**src/rtl/debug_tx_sequencer_pkg.sv**
```systemverilog
// Shared debug definitions: sequencer state encoding, frame sync byte and
// the command characters echoed back as acknowledge bytes.
package debug_tx_sequencer_pkg;

  typedef enum logic [2:0] {
    IDLE     = 3'd0,
    ACK      = 3'd1,
    HEADER   = 3'd2,
    LEN      = 3'd3,
    PAYLOAD  = 3'd4,
    CHECKSUM = 3'd5,
    DONE     = 3'd6
  } seqState_e;

  localparam logic [7:0] DBG_HEADER_BYTE = 8'hA5;

  localparam logic [7:0] CMD_CAPTURE = 8'd99;   // 'c'
  localparam logic [7:0] CMD_STEP    = 8'd115;  // 's'
  localparam logic [7:0] CMD_NEXT    = 8'd110;  // 'n'

endpackage

```
**src/rtl/debug_tx_sequencer.sv**
```systemverilog
// Owns the UART TX FIFO write port: emits atomic snapshot frames
// (header, length, payload, checksum) and single-byte command acks.
module debug_tx_sequencer
  import debug_tx_sequencer_pkg::*;
#(
  parameter int         PAYLOAD_BYTES = 55,
  parameter int         IDX_W         = 6,
  parameter logic [7:0] HEADER_BYTE   = DBG_HEADER_BYTE
) (
  input  logic             clock,
  input  logic             reset,
  input  logic             frameStart,
  output logic [IDX_W-1:0] frameByteIndex,
  input  logic [7:0]       frameByteData,
  input  logic             ackReq,
  input  logic [7:0]       ackByte,
  output logic             ackGrant,
  input  logic             txFifoFull,
  output logic             txFifoWrite,
  output logic [7:0]       txFifoData,
  output logic             frameBusy,
  output logic             frameDone
);

  localparam logic [IDX_W-1:0] LAST_IDX = IDX_W'(PAYLOAD_BYTES - 1);
  localparam logic [7:0]       LEN_BYTE = 8'(PAYLOAD_BYTES);

  seqState_e        state;
  logic [IDX_W-1:0] index;
  logic [7:0]       checksum;
  logic             pendingFrame;
  logic             emitting;

  assign emitting       = (state == ACK) || (state == HEADER) || (state == LEN) ||
                          (state == PAYLOAD) || (state == CHECKSUM);
  assign txFifoWrite    = emitting && !txFifoFull;
  assign ackGrant       = (state == ACK) && !txFifoFull;
  assign frameBusy      = (state == HEADER) || (state == LEN) || (state == PAYLOAD) ||
                          (state == CHECKSUM) || (state == DONE);
  assign frameDone      = (state == DONE);
  assign frameByteIndex = (state == PAYLOAD) ? index : '0;

  always_comb begin
    txFifoData = 8'h00;
    case (state)
      ACK:      txFifoData = ackByte;
      HEADER:   txFifoData = HEADER_BYTE;
      LEN:      txFifoData = LEN_BYTE;
      PAYLOAD:  txFifoData = frameByteData;
      CHECKSUM: txFifoData = checksum;
      default:  txFifoData = 8'h00;
    endcase
  end

  always_ff @(posedge clock or negedge reset) begin
    if (!reset) begin
      state        <= IDLE;
      index        <= '0;
      checksum     <= 8'h00;
      pendingFrame <= 1'b0;
    end else begin
      // Requests during a frame merge into it rather than queueing another.
      if (frameStart && !frameBusy) pendingFrame <= 1'b1;
      case (state)
        IDLE: begin
          if (ackReq) state <= ACK;
          else if (pendingFrame || frameStart) begin
            state        <= HEADER;
            pendingFrame <= 1'b0;
          end
        end
        ACK:      if (txFifoWrite) state <= IDLE;
        HEADER: begin
          if (txFifoWrite) begin
            state    <= LEN;
            checksum <= 8'h00;
          end
        end
        LEN: begin
          if (txFifoWrite) begin
            state <= PAYLOAD;
            index <= '0;
          end
        end
        PAYLOAD: begin
          if (txFifoWrite) begin
            checksum <= checksum + frameByteData;
            if (index == LAST_IDX) begin
              state <= CHECKSUM;
              index <= '0;
            end else begin
              index <= index + 1'b1;
            end
          end
        end
        CHECKSUM: if (txFifoWrite) state <= DONE;
        // A held-off ack goes out in the cycle right after DONE.
        DONE:     state <= ackReq ? ACK : IDLE;
        default: begin
          state <= IDLE;
          index <= '0;
        end
      endcase
    end
  end

endmodule

```
**config.mk**
```make
export PLATFORM = sky130hd
export DESIGN_NAME = debug_tx_sequencer
export DESIGN_NICKNAME = d
export VERILOG_FILES = /design/src/rtl/debug_tx_sequencer_pkg.sv /design/src/rtl/debug_tx_sequencer.sv
export SDC_FILE = /design/constraint.sdc
export NUM_CORES = 1
export LEC_CHECK = 0
export BUFFER_PORTS_ARGS = -buffer_cell sky130_fd_sc_hd__buf_2
export CAP_MARGIN = 10
export CORE_UTILIZATION = 48
export CTS_CLUSTER_DIAMETER = 200
export DETAILED_ROUTE_END_ITERATION = 8
export GPL_ROUTABILITY_DRIVEN = 0
export GPL_TIMING_DRIVEN = 1
export PLACE_DENSITY_LB_ADDON = 0.2
export SLEW_MARGIN = 20
export SYNTH_ARGS = -nofsm -noshare
export SYNTH_HDL_FRONTEND = slang
export SYNTH_SLANG_ARGS = --single-unit
export TNS_END_PERCENT = 1
```
**constraint.sdc**
```tcl
create_clock -name clock -period 1.75 [get_ports clock]
set_input_delay 0.35 -clock clock [delete_from_list [all_inputs] [get_ports clock]]
set_output_delay 0.35 -clock clock [all_outputs]
set_load 0.01 [all_outputs]
```
==> qor.txt <==
Ys Warns = 0
Share of the synthesized area in the top cell type = 0.2958
Violated checks = negative setup slack
Area growth syn-to-layout = 40.92%
EDFF count, synth = 0
Post-Syn Nets = 213
Vias/cell = 5.535
Die Wd = 58.33 microns
Max Cap Viol = 0
Hold path start = ackReq
Critical path class = reg -> out
Drt total wl = 4241 microns
I/O pin cnt = 39
Via count = 1594
Footprint of the multi-input gates = 0.001110 sq mm
CP Capture Type = primary output
Status = finished with violations
Reg2reg start = checksum[4]
Most frequent cells in the layout = buf_2 (38), buf_4 (27), nand2_1 (20)
Setup Skew = 0.008580 ns
DRT antenna net count = 0
Reg area = 451.7 sq um
CP Max Fanout = 4
PD cells = 1756 mW/mm^2
Final Hold Fails = 0
Clock Tree Buf Depth = 2
RSZ-0062 raised after global routing = yes
Largest net degree at the start of global routing = 24
Slew Limit Fails = 0
Global-route usage over all layers = 0.2576
Fill count = 233
Post-route core utilization = 0.7087
Crit path from = state[1]
Most used DFF post-synth = dfrtp_1
Number of port buffers = 38
Rows = 20
DR pass1 iterations = 4
Core region area = 0.003028 sq mm
Initial DRC count = 75
Synth top area cells = dfrtp_1 (30%), ha_1 (8.2%), a21oi_1 (6.6%), nand2_1 (5.2%), o21ai_0 (3.9%)
Worst Setup Start Kind = flop
Post-route DRC = 0
H-tree levels = 1
Peak supply drop = 1086 uV
First-pass GRT wire length = 6768 microns
Yosys reg bits = 18
Final count of negative-setup-slack endpoints = 17
Avg Inst Size Synth = 8.413 sq um
Worst-Margin Slew = 0.4365 ns
CTS tree = built
Min-delay worst type = in -> reg
Initial antenna violation count = 0
Final #Nets = 277
Leak = 0.001020 uW
Worst setup margin = -0.2802 ns
Rel. slew slack = 0.7090
Post-detail-place hpwl = 3133 microns
Share of cells above drive strength 1 = 0.4139
R2R Setup Slk = -0.05 ns
Final Cycle Share = 1.160
Insertion delay to the later sink of the worst-skew pair = 0.30 ns
Design Power = 3767 uW
Crit path DAT = 1.68 ns
Syn Std Cell Area = 0.001523 sq mm
Worst endpoint required time = 1.40 ns
Cell variety after synth = 43
Antenna diodes = 0
Clock-pin slew on the worst setup and hold paths = 0.12 ns
Fmax = 0.4926 GHz
Starting Density = 0.5029
Die footprint = 0.003402 sq mm
Fin crit period = 2.030 ns
Die Ht = 58.33 microns
Total clock sinks = 18
Ys async rst share = 1.000
Area leader, netlist = dfrtp_1
Wire per inst = 14.73 microns
Commonest non-fill, non-tap cell in the layout = buf_2
Clock root buffer = clkbuf_4
CTS buffer count = 3
Gate Count Post-Synth = 181
Vias in the first global route = 1495
Total grt overflow = 0
Seq/Total Area, Yosys = 0.2958
[cells by family after synthesis]
| group | synth area share |
|---|---|
| flip-flops | 0.2958 |
| adder cells (fa/ha/maj) | 0.09532 |
| buffers and inverters | 0.06491 |
| XOR/XNOR | 0.04026 |
| AO/OA/AOI/OAI | 0.2720 |
| AND/OR/NAND/NOR | 0.1874 |
| multiplexers | 0.04437 |
[synth_stat cells (all sizes together), types with 2 or more instances]
cell type	n
nand2	21
a21oi	20
dfrtp	18
o21ai	15
ha	10
buf	9
nor2	9
inv	8
nor3	7
a22o	6
a31oi	5
and2	5
o32ai	4
xor2	4
a211oi	3
mux2	3
mux2i	3
nor3b	3
xnor2	3
a32oi	2
clkbuf	2
nand3	2
nand3b	2
o21bai	2
o31ai	2
or3	2
[repair_timing]
action,in CTS,in global routing
gates resized for setup,7,17
gates cloned,0,0
pin swaps,4,7
setup endpoints to repair,18,21
hold endpoints to repair,18,0
hold buffers,1,0
buffers inserted,3,1
[through the flow]
step	std cells	worst slack, ns	setup TNS (ns)	instance area, sq um	hold WS [ns]
after floorplan	181	-0.008090	-0.008090	1544	0.05441
after global placement	279	-0.1489	-0.3058	1933	0.3206
after detailed placement	279	-0.1663	-0.4592	1933	0.3185
after CTS	287	-0.2755	-3.389	2028	0.3358
after global routing	288	-0.3487	-4.998	2146	0.3680
final	288	-0.2802	-3.475	2146	0.3441
[routing by layer]
layer	global-route usage	wire length, microns
met5	0	0
met3	0.03297	233
met1	0.3704	1958
met4	0.07483	29
met2	0.4089	2020
[worst max-delay path: stages, from the launching register on]
cell and delay, ns:
dfrtp_2 0.47, ha_4 0.27, inv_4 0.08, nand2_4 0.06, a21oi_4 0.17, a21oi_2 0.04
mux2i_1 0.14, buf_2 0.15
[area by class of cell]
cell class	count	area share
Sequential cell	18	0.2105
Multi-Input combinational cell	143	0.5172
Inverter	9	0.01691
Tap cell	44	0.02566
Clock buffer	4	0.01691
Timing Repair Buffer	70	0.2128
[final timing paths]
| check | endpoint | depth (start not counted) |
|---|---|---|
| worst max-delay path | txFifoData[1] | 7 |
| worst min-delay path | pendingFrame | 3 |
| worst max register to register | checksum[7] | 6 |
| worst min register to register | index[5] | 1 |
| max in group asynchronous | state[1] | 2 |
| min in group asynchronous | checksum[6] | 2 |
[power by group]
| part | internal [uW] | switching, uW | leakage (uW) |
|---|---|---|---|
| sequential | 548 | 131 | 0.000240 |
| combinational | 1370 | 1450 | 0.000759 |
| clock | 127 | 137 | 0.0000210 |
| total | 2050 | 1720 | 0.00102 |
[registers in the layout, summed over array words and instances (netlist names)]
signal / cells
checksum: 8
index: 6
state: 3
pendingFrame: 1
No activity file was read; power rests on OpenSTA's default activity.
